$ cat src/rtl/fetch_pkg.sv
// Shared types and constants for the fetch sequencer and its buffer.
//   XLEN/ILEN : address and instruction widths
//   PC_STEP   : sequential fetch increment
//   fetch_state_e : sequencer state (RUN fetching, HALT after a fetch fault)
//   fetch_entry_t : one buffered instruction together with its PC
package fetch_pkg;
    localparam int XLEN = 64;
    localparam int ILEN = 32;
    localparam logic [XLEN-1:0] PC_STEP = 64'd4;

    typedef enum logic {
        RUN  = 1'b0,
        HALT = 1'b1
    } fetch_state_e;

    typedef struct packed {
        logic [ILEN-1:0] instr;
        logic [XLEN-1:0] pc;
    } fetch_entry_t;
endpackage

$ cat src/rtl/fetch_buffer.sv
// Small synchronous FIFO holding fetched instructions until decode takes them.
//   clk, rst         : clock, async active-high reset
//   push_i / data_i  : enqueue an entry (accepted when not full, or full with a pop)
//   pop_i            : dequeue the head (ignored when empty)
//   flush_i          : drop all entries and zero the pointers; wins over push
//   data_o           : head entry (don't-care while empty)
//   full_o, empty_o  : occupancy flags
module fetch_buffer
    import fetch_pkg::*;
#(
    parameter int DEPTH = 2
) (
    input  logic         clk,
    input  logic         rst,
    input  logic         push_i,
    input  logic         pop_i,
    input  logic         flush_i,
    input  fetch_entry_t data_i,
    output fetch_entry_t data_o,
    output logic         full_o,
    output logic         empty_o
);
    localparam int AW = $clog2(DEPTH);
    localparam int CW = AW + 1;

    fetch_entry_t    mem_q [DEPTH];
    logic [AW-1:0]   rd_ptr_q, wr_ptr_q;
    logic [CW-1:0]   count_q;
    logic            do_push, do_pop;

    assign full_o  = (count_q == CW'(DEPTH));
    assign empty_o = (count_q == '0);
    assign do_pop  = pop_i & ~empty_o;
    assign do_push = push_i & (~full_o | do_pop);
    assign data_o  = mem_q[rd_ptr_q];

    // Storage needs no reset: contents are only observed behind count_q.
    always_ff @(posedge clk) begin
        if (do_push && !flush_i)
            mem_q[wr_ptr_q] <= data_i;
    end

    always_ff @(posedge clk or posedge rst) begin
        if (rst) begin
            rd_ptr_q <= '0;
            wr_ptr_q <= '0;
            count_q  <= '0;
        end else if (flush_i) begin
            rd_ptr_q <= '0;
            wr_ptr_q <= '0;
            count_q  <= '0;
        end else begin
            // DEPTH is a power of two, so pointer wrap is free.
            if (do_push) wr_ptr_q <= wr_ptr_q + AW'(1);
            if (do_pop)  rd_ptr_q <= rd_ptr_q + AW'(1);
            count_q <= count_q + CW'(do_push) - CW'(do_pop);
        end
    end
endmodule

$ cat src/rtl/fetch_sequencer.sv
// Owns the fetch PC, issues one fetch per cycle, buffers results for decode,
// applies execute redirects and halts on an invalid fetch address.
//   clk, reset                 : clock, async active-high reset
//   fetch_pc / fetch_instr     : PC to the fetch stage and its returned word
//   fetch_inv                  : fetch stage flags fetch_pc as invalid
//   redirect_valid/redirect_pc : control-flow change from execute
//   dec_valid/dec_instr/dec_pc : buffer head towards decode
//   dec_ready                  : decode accepts the head
//   fault / fault_pc           : fetch halted, and the PC that faulted
module fetch_sequencer
    import fetch_pkg::*;
#(
    parameter logic [63:0] RESET_PC  = 64'h0,
    parameter int          BUF_DEPTH = 2
) (
    input  logic            clk,
    input  logic            reset,
    output logic [XLEN-1:0] fetch_pc,
    input  logic [ILEN-1:0] fetch_instr,
    input  logic            fetch_inv,
    input  logic            redirect_valid,
    input  logic [XLEN-1:0] redirect_pc,
    output logic            dec_valid,
    output logic [ILEN-1:0] dec_instr,
    output logic [XLEN-1:0] dec_pc,
    input  logic            dec_ready,
    output logic            fault,
    output logic [XLEN-1:0] fault_pc
);
    fetch_state_e    state_q, state_d;
    logic [XLEN-1:0] pc_q, pc_d;
    logic            fault_q, fault_d;
    logic [XLEN-1:0] fault_pc_q, fault_pc_d;

    logic            buf_full, buf_empty;
    logic            pop, fetch_en, push;
    fetch_entry_t    wr_entry, head;

    assign pop      = dec_valid & dec_ready;
    // A full buffer still fetches when the head leaves this cycle.
    assign fetch_en = (state_q == RUN) & (~buf_full | pop) & ~redirect_valid;
    assign push     = fetch_en & ~fetch_inv;

    assign wr_entry.instr = fetch_instr;
    assign wr_entry.pc    = pc_q;

    fetch_buffer #(.DEPTH(BUF_DEPTH)) u_buf (
        .clk     (clk),
        .rst     (reset),
        .push_i  (push),
        .pop_i   (pop),
        .flush_i (redirect_valid),
        .data_i  (wr_entry),
        .data_o  (head),
        .full_o  (buf_full),
        .empty_o (buf_empty)
    );

    assign fetch_pc  = pc_q;
    assign dec_valid = ~buf_empty;
    assign dec_instr = head.instr;
    assign dec_pc    = head.pc;
    assign fault     = fault_q;
    assign fault_pc  = fault_pc_q;

    always_ff @(posedge clk or posedge reset) begin
        if (reset) begin
            state_q    <= RUN;
            pc_q       <= RESET_PC;
            fault_q    <= 1'b0;
            fault_pc_q <= '0;
        end else begin
            state_q    <= state_d;
            pc_q       <= pc_d;
            fault_q    <= fault_d;
            fault_pc_q <= fault_pc_d;
        end
    end

    always_comb begin
        state_d    = state_q;
        pc_d       = pc_q;
        fault_d    = fault_q;
        fault_pc_d = fault_pc_q;
        if (redirect_valid) begin
            // Redirect overrides everything, including a latched fault.
            pc_d    = redirect_pc;
            state_d = RUN;
            fault_d = 1'b0;
        end else if (fetch_en) begin
            if (fetch_inv) begin
                state_d    = HALT;
                fault_d    = 1'b1;
                fault_pc_d = pc_q;
            end else begin
                pc_d = pc_q + PC_STEP;
            end
        end
    end
endmodule

$ cat config.mk
export PLATFORM = sky130hd
export DESIGN_NAME = fetch_sequencer
export DESIGN_NICKNAME = d
export VERILOG_FILES = /design/src/rtl/fetch_pkg.sv /design/src/rtl/fetch_buffer.sv /design/src/rtl/fetch_sequencer.sv
export SDC_FILE = /design/constraint.sdc
export NUM_CORES = 1
export LEC_CHECK = 0
export ABC_CLOCK_PERIOD_IN_PS = 13400
export CAP_MARGIN = 20
export CORE_MARGIN = 2
export CORE_UTILIZATION = 33
export CTS_BUF_LIST = sky130_fd_sc_hd__clkbuf_2 sky130_fd_sc_hd__clkbuf_4 sky130_fd_sc_hd__clkbuf_8
export DETAILED_ROUTE_END_ITERATION = 8
export PLACE_DENSITY = 0.67
export SLEW_MARGIN = 20
export SYNTH_ARGS = -nofsm -noshare
export SYNTH_HDL_FRONTEND = slang
export SYNTH_SLANG_ARGS = --single-unit
$ cat constraint.sdc
create_clock -name clk -period 13.4 [get_ports clk]
set_clock_uncertainty 0.1 [all_clocks]
set_input_delay 2.01 -clock clk [delete_from_list [all_inputs] [get_ports clk]]
set_output_delay 2.01 -clock clk [all_outputs]
set_load 0.01 [all_outputs]
Yosys cells after proc, flatten, opt, wreduce, memory -nomap -nowiden
Memory sizes are Yosys's and may differ from the RTL's.
Cells that the tools add are included.
{ "word_totals": {"register_bits": 133, "ramBits": 192, "wordCells": 50, "memories": 1} }
{ "op_classes": {"add_sub_neg": 5, "eq_ne": 2, "n_mux": 13, "bitwise_logic": 13, "reduce_logical": 10} }
{ "memory_table": {"columns": ["memory", "words", "word_bits", "rd", "rd_clocked_by_memory_dff", "write_ports", "line_no", "source"], "rows": [
  ["u_buf.mem_q", 2, 96, 1, 0, 1, "fetch_buffer.sv:26", "fetch_entry_t mem_q [DEPTH];"]
]} }
{ "op_table": {"columns": ["cell", "count"], "rows": [
  ["two-way mux 64 bit", 3],
  ["adder 64 x 3 -> 64 bit, second input constant", 1],
  ["two-way mux 1 bit", 9],
  ["nonzero test 2 bit", 4],
  ["bitwise AND 1 bit", 6],
  ["NOT 1 bit", 5],
  ["AND reduction 2 bit", 2],
  ["AND reduction 3 bit", 1],
  ["adder 1 bit, second input constant", 2],
  ["adder 2 x 1 -> 2 bit", 1],
  ["equality test 2 bit, second input constant", 1],
  ["logical NOT 2 bit", 1],
  ["two-way mux 2 bit", 1],
  ["inequality test 2 x 1 -> 1 bit, second input constant", 1],
  ["bitwise OR 1 bit", 2],
  ["subtractor 2 x 1 -> 2 bit", 1],
  ["logical AND 1 bit", 1],
  ["logical NOT 1 bit", 1]
]} }

Depth between registers and ports, before layout
Gate-level depths: netlist of run 1.
{ "depth": {"ltp_word": 11, "depth_mapped": 8, "ltp_nobuf": 8} }

Hierarchy
From an unflattened synthesis of run 1, not the netlist that was laid out.
{ "unflattened": {"hier_cells": 920, "hier_area_um2": 13465.4} }
{ "by_module_without_submodules": {"columns": ["module", "instances", "cells_each", "area_each_um2"], "rows": [
  ["fetch_buffer", 1, 329, 7190.6],
  ["fetch_sequencer", 1, 591, 6274.8]
]} }

Worst setup path after synthesis of run 1
Ideal clock, no wire load.
{ "synth_path": {"path_kind": "input -> register", "from": "input redirect_valid", "to": "memory u_buf.mem_q[0][0] (netlist name) (enable)", "setup_ps": 669, "arrival_ps": 9162, "t_required_ps": 12631, "slack_ps": 3469, "cell_stages": 4, "path_cell_list": "clkbuf_1 -> clkbuf_1 -> clkbuf_1 -> nor3_1"} }
{ "synth_between": {"elab_chain_cells": 7, "word_cells_on_any_way": 8, "cone_classes": "2 x mux; 4 x bitwise; 2 x reduce/logical"} }
{ "synth_lines": {"columns": ["item", "line_no", "source"], "rows": [
  ["from (decl)", "fetch_sequencer.sv:21", "input logic redirect_valid,"],
  ["NOT 1 bit (no line)", null, null],
  ["bitwise AND 1 bit", "fetch_sequencer.sv:41", "assign fetch_en = (state_q == RUN) & (~buf_full | pop) & ~redirect_valid;"],
  ["bitwise AND 1 bit", "fetch_sequencer.sv:42", "assign push = fetch_en & ~fetch_inv;"],
  ["bitwise AND 1 bit", "fetch_buffer.sv:34", "assign do_push = push_i & (~full_o | do_pop);"],
  ["logical AND 1 bit *", "fetch_buffer.sv:39", "if (do_push && !flush_i)"],
  ["two-way mux 1 bit *", "fetch_buffer.sv:39", null],
  ["two-way mux 1 bit (implied by the code) *", "fetch_buffer.sv:40", "mem_q[wr_ptr_q] <= data_i;"],
  ["to (decl)", "fetch_buffer.sv:26", null]
]} }
Mark *: on every way between the ends. The rest lies on a longest branch, timed or not.

Final worst setup path of run 1
{ "layout_path": {"from": "register u_buf.rd_ptr_q", "to": "output dec_pc[56]"} }
{ "layout_between": {"elab_chain_cells": 1} }
{ "layout_lines": {"columns": ["item", "line_no", "source"], "rows": [
  ["from (decl)", "fetch_buffer.sv:27", "logic [AW-1:0] rd_ptr_q, wr_ptr_q;"],
  ["from (signal assigned)", "fetch_buffer.sv:55", "if (do_pop) rd_ptr_q <= rd_ptr_q + AW'(1);"],
  ["memory read (2 x 96 bit)", null, null],
  ["to (decl)", "fetch_sequencer.sv:25", "output logic [XLEN-1:0] dec_pc,"]
]} }
Every way passes these cells.

==> run_results.csv, run 1 <==
group,metric,value,unit
place,io_buffer_count,326,
sta,min_period_over_period,0.398,
global_routing,grt_usage,0.174,
cts,cts_hold_buf,0,
place,dp_slack,8.09,ns
cts,cts_resized,0,
final_layout,fillCellCount,3587,
drt,vias,9082,
die,start_util,0.335,
sta,fin_setup_tns,0,ns
sta,drv_slew,0,
final_layout,syn2layout_area_growth,37.8,%
global_routing,grt_max_degree,77,
synth,synth_common_cells,"edfxtp_1, mux2_2, dfrtp_1",
sta,rsz0062_at_grt,"false",
final_layout,stdcell_count,1843,
synth,post_synth_instance_area,13300,um2
sta,hold_viol,0,
die,design.core.area,39800,um2
final_layout,layout.nets,1365,
sta,setup_slack,8.07,ns
cts,cts_tree,"done",
synth,yosysTopAreaCellShare,0.432,
critical_path,path_class,"flop to output port",
cts,cts_root_buffer,"clkbuf_8",
sta,finalSetupViolations,0,
cts,cts_max_path_buffers,3,
critical_path,crit_fanout,55,
synth,synth_flop_cell,"edfxtp_1",
pwr,cellLeakagePower,6.57,nW
hold_path,hp-class,"flop to flop",
pwr,vdd_drop_max,0.0869,mV
cts,clkSinkCount,325,
synth,yosysSeqAreaShare,0.681,
synth,synthArstFlopShare,0.409,
drt,drtIter0Drc,464,
drt,wirelength,37200,um
status,status,"completed",
final_layout,multi_input_area,4050,um2
global_routing,grt_pass1_vias,9015,
die,die_w,205,um
cts,clkLatencyLatePin,0.64,ns
synth,synth.most_common_cell,"edfxtp_1",
critical_path,ff2ff_setup_slack,9.99,ns
cts,ctsHtreeMaxLevel,2,
synth,synthesis.instances,911,
sta,timing.fmax,188,MHz
critical_path,required,11.29,ns
die,io_pins,327,
sta,period_needed,5.33,ns
final_layout,seqCellArea,9100,um2
synth,avgSynthCellArea,14.7,um2
global_routing,grt_overflow_total,0,
sta,hold_ws,0.383,ns
place,dp_hpwl,24600,um
sta,slew_headroom,0.287,
run,maxCapViolations,0,
critical_path,start_kind,"flop",
drt,via_per_inst,4.93,
place,gp_congestion,0.769,
synth,synth_area_leaders,"edfxtp_1, dfrtp_1, mux2_2",
drt,drc_errors,0,
final_layout,layout-drive-gt1-share,0.216,
die,die_area,42100,um2
global_routing,grt_antenna_before_repair,10,
synth,netlist.top_cell.by_area,"edfxtp_1",
drt,antenna_left,0,
cts,clk_pin_slew,0.06,ns
critical_path,cp.arrival,3.22,ns
pwr,powerDensity,159,nW/um2
die,die_y,205,um
sta,tightest_slew,1.07,ns
place,post-place-cells,1728,
global_routing,grt_first_pass_wirelength,55300,um
cts,postCtsSetupBuffers,0,
critical_path,end_kind,"output port",
synth,yosys_warnings,0,
synth,syn_nets,1015,
synth,synth_edf_count,192,
synth,ys_types,47,
drt,avgRoutedWirePerCell,20.2,um
synth,ys_ff_latch,325,
die,rows,73,
cts,cts_buffers,56,
drt,first_pass_iters,5,
-- power breakdown --
| group | internal [mW] | switching, mW |
|---|---|---|
| Combinational | 0.421 | 0.283 |
| Clock | 0.517 | 0.414 |
| Sequential | 1.19 | 0.108 |
-- worst max-delay path: stages (launching register included) --
cell and delay, ns:
dfrtp_4 0.84, buf_4 0.70, mux2_2 0.41, clkdlybuf4s50_1 0.54
-- registers in the layout, summed over array words and instances, names as in the netlist --
signal and count:
fault_pc 64, u_buf.mem_q 192, fault 1, u_buf.rd_ptr_q 1, u_buf.count_q 2, fetch_pc 64
u_buf.wr_ptr_q 1
-- layout make-up --
cell class | count | share of cell area
Antenna cell | 9 | 0.00122
Clock buffer | 86 | 0.0565
Tap cell | 525 | 0.0357
Timing Repair Buffer | 334 | 0.181
Inverter | 9 | 0.00286
Clock inverter | 20 | 0.00728
Multi-Input combinational cell | 535 | 0.220
Sequential cell | 325 | 0.495
-- final timing paths --
kind	startpoint	endpoint	cells past startpoint
min in group asynchronous	reset	fault_pc[24]	2
max in group asynchronous	reset	fault_pc[32]	3
setup / recovery	u_buf.rd_ptr_q	dec_pc[56]	3
hold / removal	fault_pc[40]	fault_pc[40]	2
setup reg to reg	fetch_pc[13]	fetch_pc[63]	5
hold reg to reg	fault_pc[40]	fault_pc[40]	2
-- routing by layer --
metal,wire (um),vias up,part of all wire,global-route usage
met2,17200,321,0.46,0.272
met5,11,-,0.00030,0
met4,1180,2,0.032,0.0768
met3,2910,70,0.078,0.0585
met1,15900,4516,0.43,0.220
li1,-,4173,-,-
-- cells by family (layout without fill, tap and decap cells) --
family / after synthesis / in the layout / share of synthesized area
mux: 159 / 159 / 0.134
simple gates: 247 / 247 / 0.0994
fa+ha+maj: 3 / 3 / 0.00281
buf+inv: 51 / 449 / 0.0176
xor+xnor: 40 / 40 / 0.0262
compound gates: 86 / 86 / 0.0388
flops: 325 / 325 / 0.681
other cells: 0 / 9 / 0
-- placed cells by master (no fill, tap or decap), drive strengths merged, types with 2 or more instances in the layout --
cell,n
or2,2
nand3,28
or3,9
and3,5
and2,2
nor2,36
nor4,17
nand2,69
nor3,14
a31oi,15
diode,9
clkinv,16
a22oi,3
xnor2,25
bufinv,2
clkdlybuf4s50,325
or4,16
inv,10
a221o,5
mux2i,2
nor3b,3
buf,9
nand4,23
and4,11
o21ai,49
dfrtp,133
xor2,15
edfxtp,192
clkbuf,86
nor2b,7
ha,3
mux2,157
o31ai,10
-- stage by stage --
step	power [mW]	utilization	cell area [um2]
final	2.93	0.462	18400
after global routing	3.07	0.462	18400
after CTS	2.98	0.461	18400
after detailed placement	2.03	0.432	17200
after global placement	2.02	0.431	17200
after floorplan	1.61	-	13300
No activity file was read; power rests on OpenSTA's default activity.
==> inputs of run 2 (changes only) <==
--- a/config.mk
+++ b/config.mk
@@ -5,13 +5,13 @@
 export SDC_FILE = /design/constraint.sdc
 export NUM_CORES = 1
 export LEC_CHECK = 0
-export ABC_CLOCK_PERIOD_IN_PS = 13400
+export ABC_CLOCK_PERIOD_IN_PS = 4900
 export CAP_MARGIN = 20
 export CORE_MARGIN = 2
 export CORE_UTILIZATION = 33
 export CTS_BUF_LIST = sky130_fd_sc_hd__clkbuf_2 sky130_fd_sc_hd__clkbuf_4 sky130_fd_sc_hd__clkbuf_8
 export DETAILED_ROUTE_END_ITERATION = 8
-export PLACE_DENSITY = 0.67
+export PLACE_DENSITY = 0.69
 export SLEW_MARGIN = 20
 export SYNTH_ARGS = -nofsm -noshare
 export SYNTH_HDL_FRONTEND = slang
==> constraint.sdc (replaced) <==
create_clock -name clk -period 4.9 [get_ports clk]
set_clock_uncertainty 0.1 [all_clocks]
set_input_delay 0.735 -clock clk [delete_from_list [all_inputs] [get_ports clk]]
set_output_delay 0.735 -clock clk [all_outputs]
set_load 0.01 [all_outputs]
==> run 2 against run 1 <==
Net effect: wire length is 0.48% lower; setup slack worse by 6.8 ns; sequential power grew to 2.7 times the previous value; combinational power grew to 2.7 times the previous value; register-to-register slack worse by 8.3 ns; critical path depth stayed put; worst hold slack better by 0.0030 ns; count of clock-buffer cells in the layout is 1 higher; power grew to 2.8 times the previous value; largest cell class unchanged; largest power group unchanged; final cell count is 0.16% higher; critical path type unchanged.
==> run_results.csv, run 2 (same netlist as run 1, synthesis figures left out) <==
group,metric,value,unit
die,die_w,205,um
die,start_util,0.335,
final_layout,final_common_cell,"clkdlybuf4s50_1",
status,status,"completed",
critical_path,slowest_delay,0.93,ns
sta,timing.fmax,273,MHz
cts,clk_pin_slew,0.06,ns
hold_path,hp-class,"flop to flop",
critical_path,cp.arrival,2.83,ns
cts,ctsHtreeMaxLevel,2,
drt,drtIter0Drc,382,
drt,wirelength,37000,um
drt,first_pass_iters,5,
final_layout,mostFrequentLayoutCells,"clkdlybuf4s50_1, edfxtp_1, mux2_2",
die,design.core.area,39800,um2
pwr,cellLeakagePower,6.61,nW
final_layout,largest-register,"u_buf.mem_q",
final_layout,syn2layout_area_growth,38.6,%
final_layout,fillCellCount,3617,
sta,rsz0062_at_grt,"false",
critical_path,required,4.07,ns
critical_path,end_kind,"output port",
cts,cts_tree,"done",
final_layout,largest_reg_flops,192,
critical_path,path_class,"flop to output port",
cts,clkSinkCount,325,
place,dp_hpwl,25100,um
global_routing,grt_max_degree,79,
sta,hold_viol,0,
drt,drc_errors,0,
drt,via_per_inst,4.91,
cts,cts_hold_buf,0,
global_routing,grt_pass1_vias,9437,
cts,postCtsSetupBuffers,0,
die,die_area,42100,um2
sta,tightest_slew,0.968,ns
place,gp_congestion,0.777,
final_layout,layout-drive-gt1-share,0.218,
final_layout,seqCellArea,9100,um2
place,io_buffer_count,326,
pwr,powerDensity,439,nW/um2
cts,cts_buffers,56,
cts,cts_max_path_buffers,3,
critical_path,slowest_stage,"dfrtp_4",
cts,cts_root_buffer,"clkbuf_8",
sta,period_needed,3.67,ns
global_routing,grt_first_pass_wirelength,55400,um
global_routing,grt_usage,0.174,
die,rows,73,
critical_path,crit_chain,"buf_12 > mux2_2 > clkdlybuf4s50_1",
critical_path,critical_path_buf_inv_count,2,
drt,avgRoutedWirePerCell,20.1,um
die,die_y,205,um
global_routing,grt_overflow_total,0,
drt,antenna_left,0,
drt,vias,9065,
die,io_pins,327,
cts,clkLatencyLatePin,0.61,ns
final_layout,multi_input_area,4050,um2
run,maxCapViolations,0,
critical_path,cp_top_family,"flip-flops",
global_routing,grt_antenna_before_repair,7,
sta,slew_headroom,0.354,
sta,min_period_over_period,0.748,
sta,fin_setup_tns,0,ns
final_layout,final_util,0.464,
sta,drv_slew,0,
sta,finalSetupViolations,0,
critical_path,crit_fanout,49,
pwr,vdd_drop_max,0.245,mV
cts,cts_resized,0,
critical_path,start_kind,"flop",
final_layout,layout.nets,1370,
run 2: cell count changes in the layout (fill, tap and decap cells not counted), sizes merged:
cell,before,now
diode,9,7
buf,9,14
clkinvlp,1,3
clkbuf,86,87
clkinv,16,13
bufinv,2,4
inv,10,8
run 2: worst min-delay path, stage by stage, from the launching register on:
cell and delay, ns:
dfrtp_1 0.35, nand2_1 0.05, o21ai_0 0.06
run 2: final cells by class:
class,count,share of cell area
Clock buffer,87,0.0570
Tap cell,525,0.0355
Inverter,9,0.00284
Antenna cell,7,0.000947
Timing Repair Buffer,339,0.184
Multi-Input combinational cell,535,0.219
Clock inverter,19,0.00913
Sequential cell,325,0.492
run 2: worst paths after layout:
check	from	end	slack [ns]	cells past startpoint
setup reg to reg	fetch_pc[13]	fetch_pc[59]	1.68	5
min in group asynchronous	reset	fault_pc[19]	0.51	2
max in group asynchronous	reset	u_buf.rd_ptr_q	3.16	3
setup / recovery	u_buf.rd_ptr_q	dec_pc[34]	1.23	3
hold reg to reg	fault_pc[47]	fault_pc[47]	0.39	2
hold / removal	fault_pc[47]	fault_pc[47]	0.39	2
run 2: through the flow:
step                power (mW)  instances  cell area [um2]  hold WS (ns)  setup WS [ns]
finish                    8.13       1846            18500         0.386           1.23
CTS                       8.25       1839            18500         0.384           1.11
floorplan                 4.40        911            13400         0.416          0.511
global placement          5.53       1733            17300         0.365           1.24
detailed placement        5.56       1733            17300         0.372           1.17
global route              8.51       1844            18500         0.415           1.05
run 2: report_power, final:
part	switching [mW]	internal, mW
combinational	0.766	1.16
clock	1.12	1.53
sequential	0.306	3.25
run 2: routing by layer:
metal,global-route usage,up-vias,wire length [um]
li1,-,4168,-
met4,0.0817,2,1260
met5,0,-,13
met3,0.0536,78,2940
met1,0.215,4495,15600
met2,0.277,322,17300
